File: config.mk
export PLATFORM = sky130hd
export DESIGN_NAME = conditional_adder_gain_nxm
export DESIGN_NICKNAME = d
export VERILOG_FILES = /design/src/rtl/pt_feedback_pkg.sv /design/src/rtl/shift_saturate_lane.sv /design/src/rtl/conditional_adder_gain_nxm.sv
export SDC_FILE = /design/constraint.sdc
export NUM_CORES = 1
export LEC_CHECK = 0
export ABC_AREA = 1
export BUFFER_PORTS_ARGS = -buffer_cell sky130_fd_sc_hd__buf_2
export CAP_MARGIN = 10
export CORE_UTILIZATION = 55
export DETAILED_ROUTE_END_ITERATION = 16
export PLACE_DENSITY = 0.8
export SETUP_SLACK_MARGIN = 0.5
export SLEW_MARGIN = 20
export SYNTH_ARGS = -nofsm -noshare
export SYNTH_HDL_FRONTEND = slang
export SYNTH_SLANG_ARGS = --single-unit
File: constraint.sdc
create_clock -name clk_i -period 4.9 [get_ports clk_i]
set_input_delay 0.49 -clock clk_i [delete_from_list [all_inputs] [get_ports clk_i]]
set_output_delay 0.49 -clock clk_i [all_outputs]
set_load 0.05 [all_outputs]
File: src/rtl/pt_feedback_pkg.sv
// ---------------------------------------------------------------------------
// pt_feedback_pkg
// Shared helpers for the pt_feedback blocks:
//   clog2      - ceiling log2 for parameter derivation
//   sum_width  - width needed to add n signed samples of in_w bits
//   saturate   - clip a signed value into the range of a width-bit signed word
// No ports; import with "import pt_feedback_pkg::*;".
// ---------------------------------------------------------------------------
package pt_feedback_pkg;

    // Working width of saturate(). Any lane width up to this fits.
    localparam int SAT_W = 64;

    function automatic int clog2(input int value);
        int r;
        r = 0;
        for (int i = 0; i < 31; i++) begin
            if ((1 << i) < value) begin
                r = i + 1;
            end
        end
        return r;
    endfunction

    // Adding n signed values of in_w bits needs clog2(n) extra bits.
    function automatic int sum_width(input int in_w, input int n);
        return in_w + clog2(n);
    endfunction

    function automatic logic signed [SAT_W-1:0] saturate(
        input logic signed [SAT_W-1:0] value,
        input int                      width
    );
        logic signed [SAT_W-1:0] max_v;
        logic signed [SAT_W-1:0] min_v;
        max_v = (64'sd1 <<< (width - 1)) - 64'sd1;
        min_v = -(64'sd1 <<< (width - 1));
        if (value > max_v) begin
            return max_v;
        end else if (value < min_v) begin
            return min_v;
        end
        return value;
    endfunction

endpackage

File: src/rtl/shift_saturate_lane.sv
// ---------------------------------------------------------------------------
// shift_saturate_lane
// One output lane: clamp the requested gain to MAX_LOG2_GAIN, shift the sum
// left by it, clip to OUTPUT_WIDTH and register the result.
// Ports:
//   clk_i   in   clock
//   rst_i   in   synchronous active-high reset (clears data_o)
//   sum_i   in   signed masked sum, SUM_WIDTH bits
//   gain_i  in   log2 gain request, WIDTH_LOG2_GAIN bits
//   data_o  out  registered, saturated lane output
//   clip_o  out  combinational: the value being registered this cycle clips
// ---------------------------------------------------------------------------
module shift_saturate_lane
    import pt_feedback_pkg::*;
#(
    parameter int SUM_WIDTH       = 16,
    parameter int OUTPUT_WIDTH    = 14,
    parameter int MAX_LOG2_GAIN   = 3,
    parameter int WIDTH_LOG2_GAIN = 2
) (
    input  logic                        clk_i,
    input  logic                        rst_i,
    input  logic signed [SUM_WIDTH-1:0] sum_i,
    input  logic [WIDTH_LOG2_GAIN-1:0]  gain_i,
    output logic [OUTPUT_WIDTH-1:0]     data_o,
    output logic                        clip_o
);

    // Wide enough that the largest shift can never overflow.
    localparam int SHIFT_WIDTH = SUM_WIDTH + MAX_LOG2_GAIN;

    logic [31:0]                    shift_amt;
    logic signed [SHIFT_WIDTH-1:0]  shifted;
    logic signed [SAT_W-1:0]        wide;
    logic signed [SAT_W-1:0]        clipped;
    logic [OUTPUT_WIDTH-1:0]        data_d;
    logic [OUTPUT_WIDTH-1:0]        data_q;

    always_comb begin
        if (32'(gain_i) > 32'(MAX_LOG2_GAIN)) begin
            shift_amt = 32'(MAX_LOG2_GAIN);
        end else begin
            shift_amt = 32'(gain_i);
        end
        shifted = SHIFT_WIDTH'(sum_i) <<< shift_amt;
        wide    = SAT_W'(shifted);
        clipped = saturate(wide, OUTPUT_WIDTH);
        clip_o  = (clipped != wide);
        data_d  = clipped[OUTPUT_WIDTH-1:0];
    end

    always_ff @(posedge clk_i) begin
        if (rst_i) begin
            data_q <= '0;
        end else begin
            data_q <= data_d;
        end
    end

    assign data_o = data_q;

endmodule

File: src/rtl/conditional_adder_gain_nxm.sv
// ---------------------------------------------------------------------------
// conditional_adder_gain_nxm
// N-input, M-output mixer: each output adds a selected subset of the signed
// inputs, applies a power-of-two gain and saturates. Three register stages:
// input/config capture, masked sum, shift+saturate.
// Ports:
//   clk_i         in   clock
//   rst_i         in   synchronous active-high reset
//   data_i        in   packed signed inputs, channel k at [k*INPUT_WIDTH +: INPUT_WIDTH]
//   add_select_i  in   shadow select, field j (N_INPUTS bits) for output j
//   log2_gain_i   in   shadow gain, field j (WIDTH_LOG2_GAIN bits) for output j
//   update_i      in   load shadow select/gain into the active config
//   sat_clear_i   in   clear all sticky saturation flags
//   data_o        out  packed signed outputs, output j at [j*OUTPUT_WIDTH +: OUTPUT_WIDTH]
//   valid_o       out  data_o holds real samples (pipeline filled)
//   sat_o         out  sticky saturation flag per output
// ---------------------------------------------------------------------------
module conditional_adder_gain_nxm
    import pt_feedback_pkg::*;
#(
    parameter int N_INPUTS        = 4,
    parameter int N_OUTPUTS       = 2,
    parameter int INPUT_WIDTH     = 14,
    parameter int OUTPUT_WIDTH    = 14,
    parameter int MAX_LOG2_GAIN   = 3,
    parameter int WIDTH_LOG2_GAIN = 2
) (
    input  logic                                  clk_i,
    input  logic                                  rst_i,
    input  logic [N_INPUTS*INPUT_WIDTH-1:0]       data_i,
    input  logic [N_OUTPUTS*N_INPUTS-1:0]         add_select_i,
    input  logic [N_OUTPUTS*WIDTH_LOG2_GAIN-1:0]  log2_gain_i,
    input  logic                                  update_i,
    input  logic                                  sat_clear_i,
    output logic [N_OUTPUTS*OUTPUT_WIDTH-1:0]     data_o,
    output logic                                  valid_o,
    output logic [N_OUTPUTS-1:0]                  sat_o
);

    localparam int SUM_WIDTH = sum_width(INPUT_WIDTH, N_INPUTS);

    // Active configuration
    logic [N_OUTPUTS*N_INPUTS-1:0]         sel_act_q;
    logic [N_OUTPUTS*WIDTH_LOG2_GAIN-1:0]  gain_act_q;

    // Stage 1: sample plus the config that was active when it was captured
    logic [N_INPUTS*INPUT_WIDTH-1:0]       s1_data_q;
    logic [N_OUTPUTS*N_INPUTS-1:0]         s1_sel_q;
    logic [N_OUTPUTS*WIDTH_LOG2_GAIN-1:0]  s1_gain_q;

    logic [1:0]                            fill_cnt_q;
    logic [N_OUTPUTS-1:0]                  sat_q;
    logic [N_OUTPUTS-1:0]                  sat_d;
    logic [N_OUTPUTS-1:0]                  lane_clip;

    always_ff @(posedge clk_i) begin
        if (rst_i) begin
            sel_act_q  <= '0;
            gain_act_q <= '0;
            s1_data_q  <= '0;
            s1_sel_q   <= '0;
            s1_gain_q  <= '0;
            fill_cnt_q <= '0;
            sat_q      <= '0;
        end else begin
            if (update_i) begin
                sel_act_q  <= add_select_i;
                gain_act_q <= log2_gain_i;
            end
            // Old active config goes with this sample; a new one applies
            // from the next capture on.
            s1_data_q <= data_i;
            s1_sel_q  <= sel_act_q;
            s1_gain_q <= gain_act_q;
            if (fill_cnt_q != 2'd3) begin
                fill_cnt_q <= fill_cnt_q + 2'd1;
            end
            sat_q <= sat_d;
        end
    end

    // A clip on the same edge as a clear keeps the flag set.
    always_comb begin
        sat_d = (sat_q & ~{N_OUTPUTS{sat_clear_i}}) | lane_clip;
    end

    generate
        for (genvar gi = 0; gi < N_OUTPUTS; gi++) begin : gen_out
            logic signed [SUM_WIDTH-1:0]   sum_d;
            logic signed [SUM_WIDTH-1:0]   sum_q;
            logic [WIDTH_LOG2_GAIN-1:0]    gain_q;

            always_comb begin
                sum_d = '0;
                for (int k = 0; k < N_INPUTS; k++) begin
                    if (s1_sel_q[gi*N_INPUTS + k]) begin
                        sum_d = sum_d + SUM_WIDTH'($signed(s1_data_q[k*INPUT_WIDTH +: INPUT_WIDTH]));
                    end
                end
            end

            always_ff @(posedge clk_i) begin
                if (rst_i) begin
                    sum_q  <= '0;
                    gain_q <= '0;
                end else begin
                    sum_q  <= sum_d;
                    gain_q <= s1_gain_q[gi*WIDTH_LOG2_GAIN +: WIDTH_LOG2_GAIN];
                end
            end

            shift_saturate_lane #(
                .SUM_WIDTH       (SUM_WIDTH),
                .OUTPUT_WIDTH    (OUTPUT_WIDTH),
                .MAX_LOG2_GAIN   (MAX_LOG2_GAIN),
                .WIDTH_LOG2_GAIN (WIDTH_LOG2_GAIN)
            ) u_lane (
                .clk_i  (clk_i),
                .rst_i  (rst_i),
                .sum_i  (sum_q),
                .gain_i (gain_q),
                .data_o (data_o[gi*OUTPUT_WIDTH +: OUTPUT_WIDTH]),
                .clip_o (lane_clip[gi])
            );
        end
    endgenerate

    assign valid_o = (fill_cnt_q == 2'd3);
    assign sat_o   = sat_q;

endmodule

# Word-level counts from Yosys, hierarchy flattened
# Cells that the tools add are included.
[totals]
regBits = 148
inputBits = 72
out_inout_bits = 31
elab_cells = 51
[op_classes]
n_addsub = 7
n_lt_le_gt_ge = 4
eq_ne = 4
shift = 2
n_mux = 18
n_bitwise = 3
[ops]
columns = ["cell", "n"]
rows = [
  ["two-way mux 64 bit", 6],
  ["two-way mux 16 bit", 8],
  ["!= test 64 x 19 -> 1 bit", 2],
  ["adder 16 x 14 -> 16 bit", 6],
  ["greater-than comparator 19 x 14 -> 1 bit, second input constant", 2],
  ["less-than comparator 19 x 14 -> 1 bit, second input constant", 2],
  ["<<< shifter 16 x 2 -> 19 bit", 2],
  ["two-way mux 1 bit", 4],
  ["adder 2 x 1 -> 2 bit, second input constant", 1],
  ["AND 2 bit", 1],
  ["equality test 2 bit, second input constant", 1],
  ["!= test 2 bit, second input constant", 1],
  ["inverter 2 bit", 1],
  ["bitwise OR 2 bit", 1],
]

# Logic depth before layout (Yosys ltp)
[depth]
depth_word = 7
ltp_mapped = 39
depth_no_buf = 38

# Cells and area by module
# Synthesis repeated with hierarchy kept, for this count alone.
[hier_totals]
hier_cells = 1741
hier_area_um2 = 11254.5
[modules_own_cells]
columns = ["mod", "n_inst", "cells_per_inst", "area_each_um2", "seq_area_each_um2"]
rows = [
  ["conditional_adder_gain_nxm", 1, 1465, 9270.1, 2402.3],
  ["shift_saturate_lane", 2, 138, 992.2, 280.3],
]

# Least setup slack after synthesis
# Ideal clock, no wire load.
[synth_path]
kind = "register to register"
startpoint = "register s1_sel_q[0]"
endpoint = "register gen_out[0].sum_q[13]"
setup_time_ns = 0.056
t_arrival_ns = 4.429
required_time_ns = 4.844
setup_slack_ns = 0.415
path_stages_with_launch = 33
path_buffers = 1
period_less_slack_ns = 4.485
path_cell_list = "dfxtp_1 > clkbuf_1 > nand2_1 > inv_1 > ha_1 > inv_1 > fa_1 > nor2_1 > o21ai_0 > nand2_1 > nand2_1 > nand2_1 > nand2_1 > nand3_1 > nand3_1 > nand2_1 > inv_1 > ha_1 > a21oi_1 > o21ai_0 > a21oi_1 > nand2_1 > or2_2 > nand3_1 > nand2_1 > ha_1 > nand2_1 > nor4_1 > nand2_1 > a21o_1 > a31oi_1 > nand2_1 > inv_1"
[synth_via]
elab_chain_len = 7
[synth_lines]
columns = ["element", "line", "source"]
rows = [
  ["start, declared", "conditional_adder_gain_nxm.sv:48", "logic [N_OUTPUTS*N_INPUTS-1:0] s1_sel_q;"],
  ["start signal, assigned", "conditional_adder_gain_nxm.sv:73", "s1_sel_q <= sel_act_q;"],
  ["two-way mux 16 bit *", "conditional_adder_gain_nxm.sv:96", "if (s1_sel_q[gi*N_INPUTS + k]) begin"],
  ["adder 16 x 14 -> 16 bit", "conditional_adder_gain_nxm.sv:97", "sum_d = sum_d + SUM_WIDTH'($signed(s1_data_q[k*INPUT_WIDTH +: INPUT_WIDTH]));"],
  ["two-way mux 16 bit *", "conditional_adder_gain_nxm.sv:96", ""],
  ["adder 16 x 14 -> 16 bit", "conditional_adder_gain_nxm.sv:97", ""],
  ["two-way mux 16 bit *", "conditional_adder_gain_nxm.sv:96", ""],
  ["adder 16 x 14 -> 16 bit", "conditional_adder_gain_nxm.sv:97", ""],
  ["two-way mux 16 bit *", "conditional_adder_gain_nxm.sv:96", ""],
  ["end signal, assigned", "conditional_adder_gain_nxm.sv:107", "sum_q <= sum_d;"],
  ["end, declared", "conditional_adder_gain_nxm.sv:90", "logic signed [SUM_WIDTH-1:0] sum_q;"],
]
# Mark *: on every way between the ends. The rest lies on a longest branch, timed or not.
# A chain may end at the register's enable or synchronous reset.

# Worst setup path in the final report
[layout_path]
startpoint = "register s1_sel_q[0]"
endpoint = "register gen_out[0].sum_q[10]"
# The elaborated chain is that of the path after synthesis.

==> run_results.csv <==
group,metric,value,unit
die,fp.dieArea,20500,sq um
run,drv.max_cap_violation_count,0,
setup_path,timing.critical_path.depth,35,
timing,period_minus_slack,4.35,ns
placement,dpl_worst_slack,-0.0706,ns
setup_path,critical_path.n_buffers_inverters,5,
detailed_routing,drt_drc_violations_left,0,
die,core_region_area,19500,sq um
final_layout,layout-area-overhead-vs-synth,34.2,%
detailed_routing,top_metal_layer_carrying_routed_signals,"met4",
detailed_routing,met3_length,2790,microns
grt,grt_first_pass_wirelength,51900,microns
timing,max_slew_margin,0.308,
detailed_routing,antenna_violating_nets_post_route,0,
timing,setup_viol,0,
timing,maxClockFrequency,230,MHz
timing,max_slew.worst_pin.slew,1.03,ns
final_layout,final.fill_count,1483,
run_status,status,"finished, final reports clean",
logic_synthesis,yosys_warnings,0,
detailed_routing,routed_via_density,5.52,
timing,final.setup.tns,0,ns
grt,grt.overflow.total,0,
clock_tree,clkSlewWorstSetupHoldPaths,0.07,ns
logic_synthesis,synth_seq_cells,148,
setup_path,worst-setup-path-type,"flop to flop",
placement,gp_routability_congestion,0.990,
clock_tree,clockBufferDepth,2,
timing,min_period_over_period,0.888,
placement,numPortBuffers,102,
clock_tree,cts_made_buffers,17,
logic_synthesis,syn_avg_cell_area,6.43,sq um
setup_path,cpLargestDelayFamily,"simple AND/OR/NAND/NOR gates",
die,num_rows,51,
logic_synthesis,synth-async-reset-ratio,0,
setup_path,regToRegEndpoint,"gen_out[0].sum_q[10]$_SDFF_PP0_",
timing,maxSlewViolCount,0,
power_and_ir_drop,leakage,7.40,nW
timing,finalClockSkew,0.0134,ns
clock_tree,clockRootBuffer,"sky130_fd_sc_hd__clkbuf_16",
grt,first_global_vias,10400,
clock_tree,insertion_delay,0.43,ns
die,boundaryPins,103,
clock_tree,cts_hold_buffers,0,
detailed_routing,detail_route.iter0.violations,1053,
grt,grtUsageTotal,0.329,
timing,finalWorstSetupSlack,0.547,ns
detailed_routing,route.met2.wl,16500,microns
detailed_routing,finalWirelength,35500,microns
logic_synthesis,synth_area,11000,sq um
logic_synthesis,synth_sequential_area_ratio,0.270,
grt,grt_antenna_before_repair,2,
die,chip_width,143,microns
setup_path,startpoint_of_the_most_critical_setup_path,"s1_sel_q[0]$_SDFF_PP0_",
setup_path,timing.reg2reg.worst_path_depth,35,
logic_synthesis,synth_top_flop_cell,"sky130_fd_sc_hd__dfxtp_1",
detailed_routing,via_count,11800,
logic_synthesis,synth_edf_count,0,
setup_path,timing.reg2reg.setup_slack,0.55,ns
logic_synthesis,netlist_instances,1704,
grt,grt_max_degree,89,
clock_tree,numClockSinks,148,
logic_synthesis,synthDistinctLibCells,44,
setup_path,critPathArrivalTime,4.67,ns
detailed_routing,post_drt_wl_per_cell,16.6,microns
final_layout,num-nets-final,2022,
setup_path,crit-reg2reg-launch,"s1_sel_q[0]$_SDFF_PP0_",
detailed_routing,route.layer.met1.wl,15100,microns
clock_tree,cts_tree,"built",
setup_path,critical_path.max_stage_delay,0.39,ns
setup_path,timing.critical_path.slowest_stage_cell,"sky130_fd_sc_hd__dfxtp_4",
power_and_ir_drop,vdd.ir_drop.worst,222,uV
setup_path,worst_ep_required_time,5.21,ns
die,start_util,0.561,
hold_path,hold_class,"primary input to flop",
clock_tree,htreeDepth,4,
setup_path,start_kind,"flop",
logic_synthesis,synth.net_count,1873,
final_layout,final_core_util,0.753,
detailed_routing,drt_pre_antenna_iters,7,
timing,grt_setup_unrepaired,"yes",
setup_path,worstSetupEndpointType,"flop",
placement,estimated_wirelength_of_the_detail_placed_design,25600,microns
power_and_ir_drop,power.density_cell_area,254,nW/um^2
setup_path,critical_path_peak_fanout,5,
setup_path,worstSetupEndpoint,"gen_out[0].sum_q[10]$_SDFF_PP0_",
timing,count_of_final_hold_check_violations,0,
die,die_height,143,microns
final_layout,final_layout_size_suffix_gt1_frac,0.303,
-- per-stage QoR --
| stage | cell area, sq um | instances | total power, mW | hold slack, ns |
|---|---|---|---|---|
| final | 14700 | 2132 | 3.74 | 0.257 |
| after CTS | 13000 | 2092 | 3.55 | 0.252 |
| after global routing | 14700 | 2132 | 3.91 | 0.258 |
| after floorplan | 11000 | 1704 | 2.00 | 0.388 |
| after global placement | 11800 | 2051 | 2.22 | 0.391 |
| after detailed placement | 11800 | 2051 | 2.23 | 0.396 |
-- routing by layer --
| layer | vias to the layer above | global-route usage |
|---|---|---|
| met5 | - | 0 |
| met4 | 0 | 0.106 |
| met3 | 84 | 0.0506 |
| met2 | 462 | 0.547 |
| met1 | 5401 | 0.434 |
| li1 | 5823 | - |
-- registers in the layout (all words and copies together), names as in the netlist --
name                   cells
fill_cnt_q                 2
gain_act_q                 4
gen_out.gain_q             4
gen_out.sum_q             32
gen_out.u_lane.data_o     28
s1_data_q                 56
s1_gain_q                  4
s1_sel_q                   8
sat_o                      2
sel_act_q                  8
-- logic make-up after synthesis --
group                    count (synthesis)  share of synthesized area
AND/OR/NAND/NOR                        781                      0.299
multiplexers                            13                     0.0119
flip-flops                             148                      0.270
AO/OA/AOI/OAI                          312                      0.163
XOR/XNOR                                36                     0.0288
adder cells (fa/ha/maj)                 97                      0.115
buffers and inverters                  317                      0.112
-- worst reg2reg max path: cells and delay by family, from the launching register on --
family | cells | cell delay, ns
AND/OR/NAND/NOR | 21 | 1.78
adder cells (fa/ha/maj) | 4 | 1.16
AO/OA/AOI/OAI | 4 | 0.45
flip-flops | 1 | 0.39
buffers and inverters | 5 | 0.37
XOR/XNOR | 1 | 0.07
-- layout by cell type (no fill, tap or decap), types with 7 or more instances in the layout --
master	netlist	final
sky130_fd_sc_hd__nand2_1	402	322
sky130_fd_sc_hd__inv_1	265	241
sky130_fd_sc_hd__dfxtp_1	148	144
sky130_fd_sc_hd__nor2_1	162	142
sky130_fd_sc_hd__nand3_1	154	116
sky130_fd_sc_hd__buf_2	5	101
sky130_fd_sc_hd__o21ai_0	111	80
sky130_fd_sc_hd__a21oi_1	123	74
sky130_fd_sc_hd__buf_4	1	65
sky130_fd_sc_hd__nand2_2	2	64
sky130_fd_sc_hd__ha_4	0	55
sky130_fd_sc_hd__a21oi_2	8	42
sky130_fd_sc_hd__nand3_2	0	37
sky130_fd_sc_hd__ha_1	91	32
sky130_fd_sc_hd__xor2_1	28	26
sky130_fd_sc_hd__inv_2	3	24
sky130_fd_sc_hd__clkbuf_16	0	19
sky130_fd_sc_hd__o21ai_2	3	18
sky130_fd_sc_hd__nand2_4	0	17
sky130_fd_sc_hd__o21ai_1	3	16
sky130_fd_sc_hd__a21oi_4	0	15
sky130_fd_sc_hd__nand4_1	15	15
sky130_fd_sc_hd__mux2i_1	13	13
sky130_fd_sc_hd__a21o_1	12	12
sky130_fd_sc_hd__nor2_4	0	11
sky130_fd_sc_hd__nor2_2	2	11
sky130_fd_sc_hd__o21a_1	10	9
sky130_fd_sc_hd__nand3b_1	8	8
sky130_fd_sc_hd__or2_2	12	8
sky130_fd_sc_hd__xnor2_1	8	7
sky130_fd_sc_hd__o21bai_1	9	7
-- synth_stat cells, types with 5 or more instances --
library cell	count	area, sq um
sky130_fd_sc_hd__o21bai_1	9	67.6
sky130_fd_sc_hd__nand2_1	402	1510
sky130_fd_sc_hd__a21boi_0	5	37.5
sky130_fd_sc_hd__xor2_1	28	245
sky130_fd_sc_hd__and2_1	5	31.3
sky130_fd_sc_hd__nor3_1	12	60.1
sky130_fd_sc_hd__nand4_1	15	93.8
sky130_fd_sc_hd__dfxtp_1	148	2960
sky130_fd_sc_hd__nand3b_1	8	60.1
sky130_fd_sc_hd__nor2_1	162	608
sky130_fd_sc_hd__clkinv_1	5	18.8
sky130_fd_sc_hd__ha_1	91	1140
sky130_fd_sc_hd__a21o_1	12	90.1
sky130_fd_sc_hd__fa_1	6	120
sky130_fd_sc_hd__or2_2	12	75.1
sky130_fd_sc_hd__nand3_1	154	771
sky130_fd_sc_hd__o21ai_0	111	556
sky130_fd_sc_hd__a21oi_2	8	70.1
sky130_fd_sc_hd__buf_2	5	25.0
sky130_fd_sc_hd__clkbuf_1	28	105
sky130_fd_sc_hd__xnor2_1	8	70.1
sky130_fd_sc_hd__a31oi_1	9	56.3
sky130_fd_sc_hd__buf_1	7	26.3
sky130_fd_sc_hd__a211oi_1	6	45.0
sky130_fd_sc_hd__a21oi_1	123	616
sky130_fd_sc_hd__o21a_1	10	75.1
sky130_fd_sc_hd__mux2i_1	13	130
sky130_fd_sc_hd__nor4_1	5	31.3
sky130_fd_sc_hd__inv_1	265	995
-- report_power, final --
group          internal [mW]  switching (mW)
combinational          0.408           0.684
clock                  0.680           0.583
sequential              1.30          0.0881
total                   2.39            1.35
-- worst min-delay path by stage --
| stage | start | to | slack [ns] | cells after the start |
|---|---|---|---|---|
| floorplan | s1_gain_q[0]$_SDFF_PP0_ | gen_out[0].gain_q[0]$_SDFF_PP0_ | 0.39 | 2 |
| global placement | s1_gain_q[1]$_SDFF_PP0_ | gen_out[0].gain_q[1]$_SDFF_PP0_ | 0.39 | 2 |
| detailed placement | s1_gain_q[2]$_SDFF_PP0_ | gen_out[1].gain_q[0]$_SDFF_PP0_ | 0.40 | 2 |
| CTS | data_i[8] | s1_data_q[8]$_SDFF_PP0_ | 0.25 | 3 |
| global route | data_i[2] | s1_data_q[2]$_SDFF_PP0_ | 0.26 | 3 |
| finish | data_i[22] | s1_data_q[22]$_SDFF_PP0_ | 0.26 | 3 |
-- timing repair --
action / 4_1_cts / 5_1_grt
gates resized for setup: 104 / 340
pin swaps: 17 / 145
endpoints found under the setup margin: 17 / 23
gates cloned: 0 / 2
setup buffers: 9 / 37
-- cell type report --
| cell class | instances | area [sq um] | area share |
|---|---|---|---|
| Sequential cell | 148 | 2970 | 0.202 |
| Tap cell | 265 | 332 | 0.0225 |
| Clock inverter | 13 | 118 | 0.00800 |
| Multi-Input combinational cell | 1239 | 8670 | 0.590 |
| Timing Repair Buffer | 174 | 1140 | 0.0773 |
| Clock buffer | 19 | 443 | 0.0301 |
| Antenna cell | 1 | 2.50 | 0.000170 |
| Inverter | 273 | 1030 | 0.0702 |
No activity file was read; power rests on OpenSTA's default activity.
